**src/rtl/bcd_pkg.sv**
```systemverilog
// bcd_pkg: shared packed-BCD constants and helpers for the time/date field counters
package bcd_pkg;
    localparam int BCD_DIGIT_W = 4;
    function automatic logic [31:0] to_bcd(input int v);
        logic [31:0] r;
        int n;
        r = '0;
        n = v;
        for (int i = 0; i < 8; i++) begin
            r[i*BCD_DIGIT_W +: BCD_DIGIT_W] = 4'(n % 10);
            n = n / 10;
        end
        return r;
    endfunction
    function automatic logic bcd_valid(input logic [BCD_DIGIT_W-1:0] d);
        return d <= 4'd9;
    endfunction
endpackage

```
**src/rtl/bcd_counter_digit_step.sv**
```systemverilog
// bcd_digit_step: one BCD digit of a ripple +1/-1 with carry/borrow in and out
module bcd_digit_step import bcd_pkg::*; (
    input  logic [BCD_DIGIT_W-1:0] digit,
    input  logic                   up,
    input  logic                   step_in,
    output logic [BCD_DIGIT_W-1:0] next_digit,
    output logic                   step_out
);
    logic at_end;
    assign at_end = up ? digit == 4'd9 : digit == 4'd0;
    assign step_out = step_in && at_end;
    assign next_digit = !step_in ? digit :
                        at_end   ? (up ? 4'd0 : 4'd9) :
                        up       ? digit + 4'd1 : digit - 4'd1;
endmodule

```
**src/rtl/bcd_counter.sv**
```systemverilog
// bcd_counter: packed-BCD up/down field counter with whole-value MIN/MAX wrap and validated load
module bcd_counter import bcd_pkg::*; #(
    parameter  int NUM_DIGITS = 2,
    parameter  int MIN_VALUE  = 0,
    parameter  int MAX_VALUE  = 59,
    localparam int WIDTH      = BCD_DIGIT_W * NUM_DIGITS
) (
    input  logic             clk_i,
    input  logic             rst_i,
    output logic [WIDTH-1:0] value_o,
    input  logic             inc_i,
    input  logic             dec_i,
    output logic             ovf_o,
    output logic             udf_o,
    input  logic             load_i,
    input  logic [WIDTH-1:0] load_value_i,
    output logic             load_err_o
);
    localparam logic [WIDTH-1:0] MIN_BCD = WIDTH'(to_bcd(MIN_VALUE));
    localparam logic [WIDTH-1:0] MAX_BCD = WIDTH'(to_bcd(MAX_VALUE));
    localparam longint LIMIT = longint'(10) ** NUM_DIGITS;
    if (MIN_VALUE > MAX_VALUE || longint'(MAX_VALUE) >= LIMIT) begin : g_bad_params
        $error("bcd_counter: need MIN_VALUE <= MAX_VALUE < 10**NUM_DIGITS");
    end
    logic [NUM_DIGITS:0]   step;
    logic [NUM_DIGITS-1:0] nib_ok;
    logic [WIDTH-1:0]      stepped;
    logic                  step_req, at_limit, load_ok;
    assign step[0] = 1'b1;
    for (genvar i = 0; i < NUM_DIGITS; i++) begin : g_digit
        bcd_digit_step u_step (
            .digit      (value_o[i*BCD_DIGIT_W +: BCD_DIGIT_W]),
            .up         (inc_i),
            .step_in    (step[i]),
            .next_digit (stepped[i*BCD_DIGIT_W +: BCD_DIGIT_W]),
            .step_out   (step[i+1])
        );
        assign nib_ok[i] = bcd_valid(load_value_i[i*BCD_DIGIT_W +: BCD_DIGIT_W]);
    end
    // Valid BCD orders like its binary image, so limits compare directly.
    // A ripple out of the top digit can only happen at a limit, so it also counts as a wrap.
    assign step_req = !load_i && (inc_i ^ dec_i);
    assign at_limit = step[NUM_DIGITS] || value_o == (inc_i ? MAX_BCD : MIN_BCD);
    assign ovf_o    = step_req && inc_i && at_limit;
    assign udf_o    = step_req && dec_i && at_limit;
    assign load_ok  = &nib_ok && load_value_i >= MIN_BCD && load_value_i <= MAX_BCD;
    always_ff @(posedge clk_i) begin
        if (rst_i) begin
            value_o    <= MIN_BCD;
            load_err_o <= 1'b0;
        end else begin
            load_err_o <= load_i && !load_ok;
            value_o    <= load_i   ? (load_ok ? load_value_i : value_o) :
                          ovf_o    ? MIN_BCD :
                          udf_o    ? MAX_BCD :
                          step_req ? stepped : value_o;
        end
    end
endmodule

```
**config.mk**
```make
export PLATFORM = sky130hd
export DESIGN_NAME = bcd_counter
export DESIGN_NICKNAME = d
export VERILOG_FILES = /design/src/rtl/bcd_pkg.sv /design/src/rtl/bcd_counter_digit_step.sv /design/src/rtl/bcd_counter.sv
export SDC_FILE = /design/constraint.sdc
export NUM_CORES = 1
export LEC_CHECK = 0
export CORE_UTILIZATION = 40
export DETAILED_ROUTE_END_ITERATION = 6
export DONT_BUFFER_PORTS = 1
export HOLD_SLACK_MARGIN = 0.06
export PLACE_DENSITY = 0.59
export SETUP_SLACK_MARGIN = 0.5
export SYNTH_ARGS = -nofsm -noshare
export SYNTH_HDL_FRONTEND = slang
export SYNTH_SLANG_ARGS = --single-unit
```
**constraint.sdc**
```tcl
create_clock -name clk_i -period 5 [get_ports clk_i]
set_input_delay 1 -clock clk_i [delete_from_list [all_inputs] [get_ports clk_i]]
set_output_delay 1 -clock clk_i [all_outputs]
set_load 0.02 [all_outputs]
```
# After elaboration in Yosys (flattened, before gate mapping)
# Index checks and enable logic that the tools add are counted.
# W data, S select, Z words.
dict set report op_classes {
  reduce_logical 19
  n_bitwise 1
  n_addsub 4
  n_mux 14
  eq_ne 4
  magnitude_cmp 4
}
# op count
set op_table {}
lappend op_table {{$mux W8} 5}
lappend op_table {{$mux W4} 6}
lappend op_table {{$logic_and A1 B1 Y1} 9}
lappend op_table {{$add A4 B1 Y4 const B} 2}
lappend op_table {{$eq A4 B4 Y1 const B} 2}
lappend op_table {{$eq A8 B7 Y1} 1}
lappend op_table {{$ge A8 B1 Y1 const B} 1}
lappend op_table {{$le A4 B4 Y1 const B} 2}
lappend op_table {{$le A8 B7 Y1 const B} 1}
lappend op_table {{$logic_not A4 Y1} 2}
lappend op_table {{$reduce_bool A4 Y1} 2}
lappend op_table {{$sub A4 B1 Y4 const B} 2}
lappend op_table {{$mux W7} 1}
lappend op_table {{$reduce_and A2 Y1} 2}
lappend op_table {{$reduce_and A3 Y1} 1}
lappend op_table {{$logic_not A1 Y1} 2}
lappend op_table {{$mux W1} 2}
lappend op_table {{$ne A2 B1 Y1 const B} 1}
lappend op_table {{$logic_or A1 B1 Y1} 1}
lappend op_table {{$xor A1 B1 Y1} 1}
dict set report totals {
  register_bits 9
  elab_cells 49
}

# Depth between registers and ports, before layout
dict set report logic_depth {
  ltp_word 8
  ltp_mapped 8
  ltp_nobuf 7
}

# Hierarchy
# A second synthesis with hierarchy kept.
dict set report unflattened {
  hier_cells 118
  area_unflattened_um2 975.9
}
# mod cells_each seq_area_each_um2 n_inst area_per_inst_um2
set modules_own_cells {}
lappend modules_own_cells {bcd_counter 62 180.2 1 528.0}
lappend modules_own_cells {bcd_digit_step 28 0.0 2 224.0}

# Worst setup path after synthesis
# Ideal clock, no wire load.
dict set report synth_path {
  kind {input-to-output}
  startpoint {input inc_i}
  endpoint {output udf_o}
  path_buffers 1
  t_arrival_ns 2.506
  stages 6
  t_required_ns 4.000
  path_slack_ns 1.494
  cell_sequence {buf_2 inv_1 ha_1 nor2b_1 a211oi_2 nor3_1}
}
dict set report synth_between {
  elab_chain_cells 4
}
# item line
set synth_lines {}
lappend synth_lines {{start, declared} bcd_counter.sv:11} ;# input logic inc_i,
lappend synth_lines {{$mux W7 (tied with other cells)} bcd_counter.sv:43} ;# assign at_limit = step[NUM_DIGITS] || value_o == (inc_i ? MAX_BCD : MIN_BCD);
lappend synth_lines {{$eq A8 B7 Y1 (tied with other cells)} bcd_counter.sv:43}
lappend synth_lines {{$logic_or A1 B1 Y1 / $logic_and A1 B1 Y1 (equally long branches)} {bcd_counter.sv:43, bcd_counter.sv:45}}
lappend synth_lines {{$logic_and A1 B1 Y1 *} bcd_counter.sv:45} ;# assign udf_o = step_req && dec_i && at_limit;
lappend synth_lines {{end, declared} bcd_counter.sv:14} ;# output logic udf_o,
# Mark *: on every way between the ends. The rest lies on a longest branch, timed or not.

# Worst setup path in the final report
# Same ends and word-level chain as after synthesis.

==> results_dict.tcl <==
set metrics [dict create \
    cp.arrival_ns 2.47 \
    wire_per_inst_um 15.0 \
    yosys_most_used_dff "dfxtp_1" \
    ios 24 \
    ir_worst_vdd_v 0.000126 \
    core_area_um2 1980 \
    min_period_ns 3.47 \
    hold_buffers 0 \
    fin_nets 129 \
    grt_first_pass_wirelength_um 3360 \
    clk_latency_ns 0.26 \
    cts_setup_buffers 0 \
    clock_skew_ns 0.00362 \
    hold_violations 0 \
    syn_inst 110 \
    drc 0 \
    root_buffer "clkbuf_4" \
    dieWidth_um 48.2 \
    fp-row-count 16 \
    grt_pass1_vias 749 \
    worstPathMaxFanout 15 \
    area_delta_synth_final_pct 4.41 \
    period_share_pct 69.4 \
    hold_class "reg2reg" \
    gp_congestion 0.748 \
    ys_seq_area_share_pct 21.1 \
    synth-async-reset-ratio_pct 0 \
    cap_violations 0 \
    max_freq_mhz 288 \
    cp-start-kind "input pin" \
    endpoint_kind "output port" \
    die_y_um 48.2 \
    grt_overflow 0 \
    drive_gt1_share_pct 5.50 \
    clkSinkCount 9 \
    rsz0062_at_grt "false" \
    clock_path_buffers 2 \
    initial_core_util_pct 43.0 \
    antenna_found_initial 0 \
    cts_tree "done" \
    cts_buffers 3 \
    tightest_slew_ns 0.755 \
    syn_avg_cell_area_um2 7.75 \
    fill_cells 204 \
    ys_ff_latch 9 \
    multi_input_area_um2 627 \
    wl_um 2050 \
    grt.total_usage_pct 20.4 \
    io_buffers 0 \
    drt_iter0_drc 18 \
    vias_per_cell 6.09 \
    setup_viol 0 \
    hold_ws_ns 0.638 \
    crit_type "in2out" \
    pwr_density_cell_nw_per_um2 257 \
    slew_viol_final 0 \
    dieArea_um2 2320 \
    slew_headroom_pct 49.3 \
    ys_warn_count 0 \
    tns_ns 0 \
    crit_chain "inv_1 > ha_1 > nor2b_1 > a211oi_2 > nor3_1" \
    regArea_um2 180 \
    grt_max_degree 16 \
    synth-edff-count 0 \
    crit_required_ns 4.00 \
    dpl.hpwl_um 1590 \
    vias 828 \
    synth.distinct_cells 37 \
    clk_pin_slew_ns 0.06 \
    cp_slowest_stage_delay_ns 0.65 \
    p_leak_uw 0.000342 \
    h-tree-depth 1 \
    drtAntennaViolNets 0 \
    n_antenna_cell 0 \
    first_pass_iters 4 \
    syn_nets 129 \
    slowest_stage "nor3_1" \
    syn_area_um2 852 \
    status "completed" \
    ctsResizeCount 0 \
]
## critical path: cells and delay by family
kind	cells	cell delay (ns)
and+or+nand+nor	2	0.84
buffers and inverters	1	0.12
adders and majority gates	1	0.38
AOI/OAI and AO/OA	1	0.12
## final cells by class
class / instances / area share [%]
Multi-Input combinational cell: 90 / 70.5
Tap cell: 27 / 3.80
Inverter: 6 / 2.53
Clock buffer: 4 / 2.95
Sequential cell: 9 / 20.3
## metrics by stage
stage / worst slack, ns / total power, uW / util [%] / instances / instance area [um^2]
after global routing: 1.44 / 247 / 44.9 / 136 / 890
after detailed placement: 1.53 / 172 / 43.6 / 132 / 863
after floorplan: 1.49 / 160 / - / 110 / 852
after global placement: 1.59 / 172 / 43.6 / 132 / 863
final: 1.53 / 228 / 44.9 / 136 / 890
after CTS: 1.52 / 230 / 44.9 / 136 / 890
## registers in the layout, summed over array words and instances, names as in the netlist
register / flops
value_o: 8
load_err_o: 1
## synthesized netlist by cell type, types with 2 or more instances
master,instances,area share [%]
nor2_1,12,5.3
dfxtp_1,9,21
nand2_1,7,3.1
inv_1,6,2.6
a21oi_1,5,2.9
nor2b_1,5,3.7
o21ai_0,5,2.9
a211oi_1,4,3.5
a311oi_1,4,4.1
ha_1,4,5.9
nand3_1,4,2.3
nor3_1,4,2.3
xnor2_1,4,4.1
and3_1,3,2.2
buf_2,3,1.8
nor4_1,3,2.2
a211oi_2,2,2.9
a22oi_1,2,1.8
clkbuf_1,2,0.88
fa_1,2,4.7
nand2b_1,2,1.5
o21ai_1,2,1.2
xor2_1,2,2.1
## where the power goes
group / leakage, uW / internal [uW] / switching, uW / total (uW)
combinational: 0.000253 / 32.7 / 39.0 / 71.7
clock: 0.0000150 / 30.8 / 25.9 / 56.7
sequential: 0.0000740 / 78.2 / 21.7 / 99.8
## cells by family (layout without fill, tap and decap cells)
logic type	count (synthesis)	count (layout)	share of synthesized area [%]
buf+inv	11	10	5.29
flops	9	9	21.1
compound gates	34	34	30.4
xor+xnor	6	6	6.17
fa+ha+maj	6	6	10.6
simple gates	44	44	26.4
## final timing paths
| path | start | end | slack [ns] | cells past startpoint |
|---|---|---|---|---|
| setup / recovery | inc_i | udf_o | 1.53 | 5 |
| hold / removal | value_o[2] | value_o[2] | 0.64 | 2 |
| setup reg to reg | value_o[6] | value_o[5] | 2.65 | 6 |
| hold reg to reg | value_o[2] | value_o[2] | 0.64 | 2 |
## metal layers
metal  global-route usage (%)  vias to the layer above  part of all wire, %
li1                         -                      410                    -
met1                     31.3                      382                   47
met2                     28.3                       31                   45
met3                     3.70                        5                  6.6
met4                     6.67                        0                  1.1
met5                        0                        -                    0
## layout by cell type, fill, tap and decap left out, types with 2 or more instances in the layout
cell type  Yosys  final
inv_1          6      6
nand3_1        4      4
nor4_1         3      3
fa_1           2      2
a211oi_1       4      4
nor3_1         4      4
a311oi_1       4      4
ha_1           4      4
a211oi_2       2      2
o21ai_1        2      2
nor2b_1        5      5
nand2_1        7      7
o21ai_0        5      5
a21oi_1        5      5
xnor2_1        4      4
a22oi_1        2      2
xor2_1         2      2
nor2_1        12     12
and3_1         3      3
clkbuf_4       0      3
dfxtp_1        9      9
nand2b_1       2      2
Note: power is estimated with default switching activity, not from simulation.
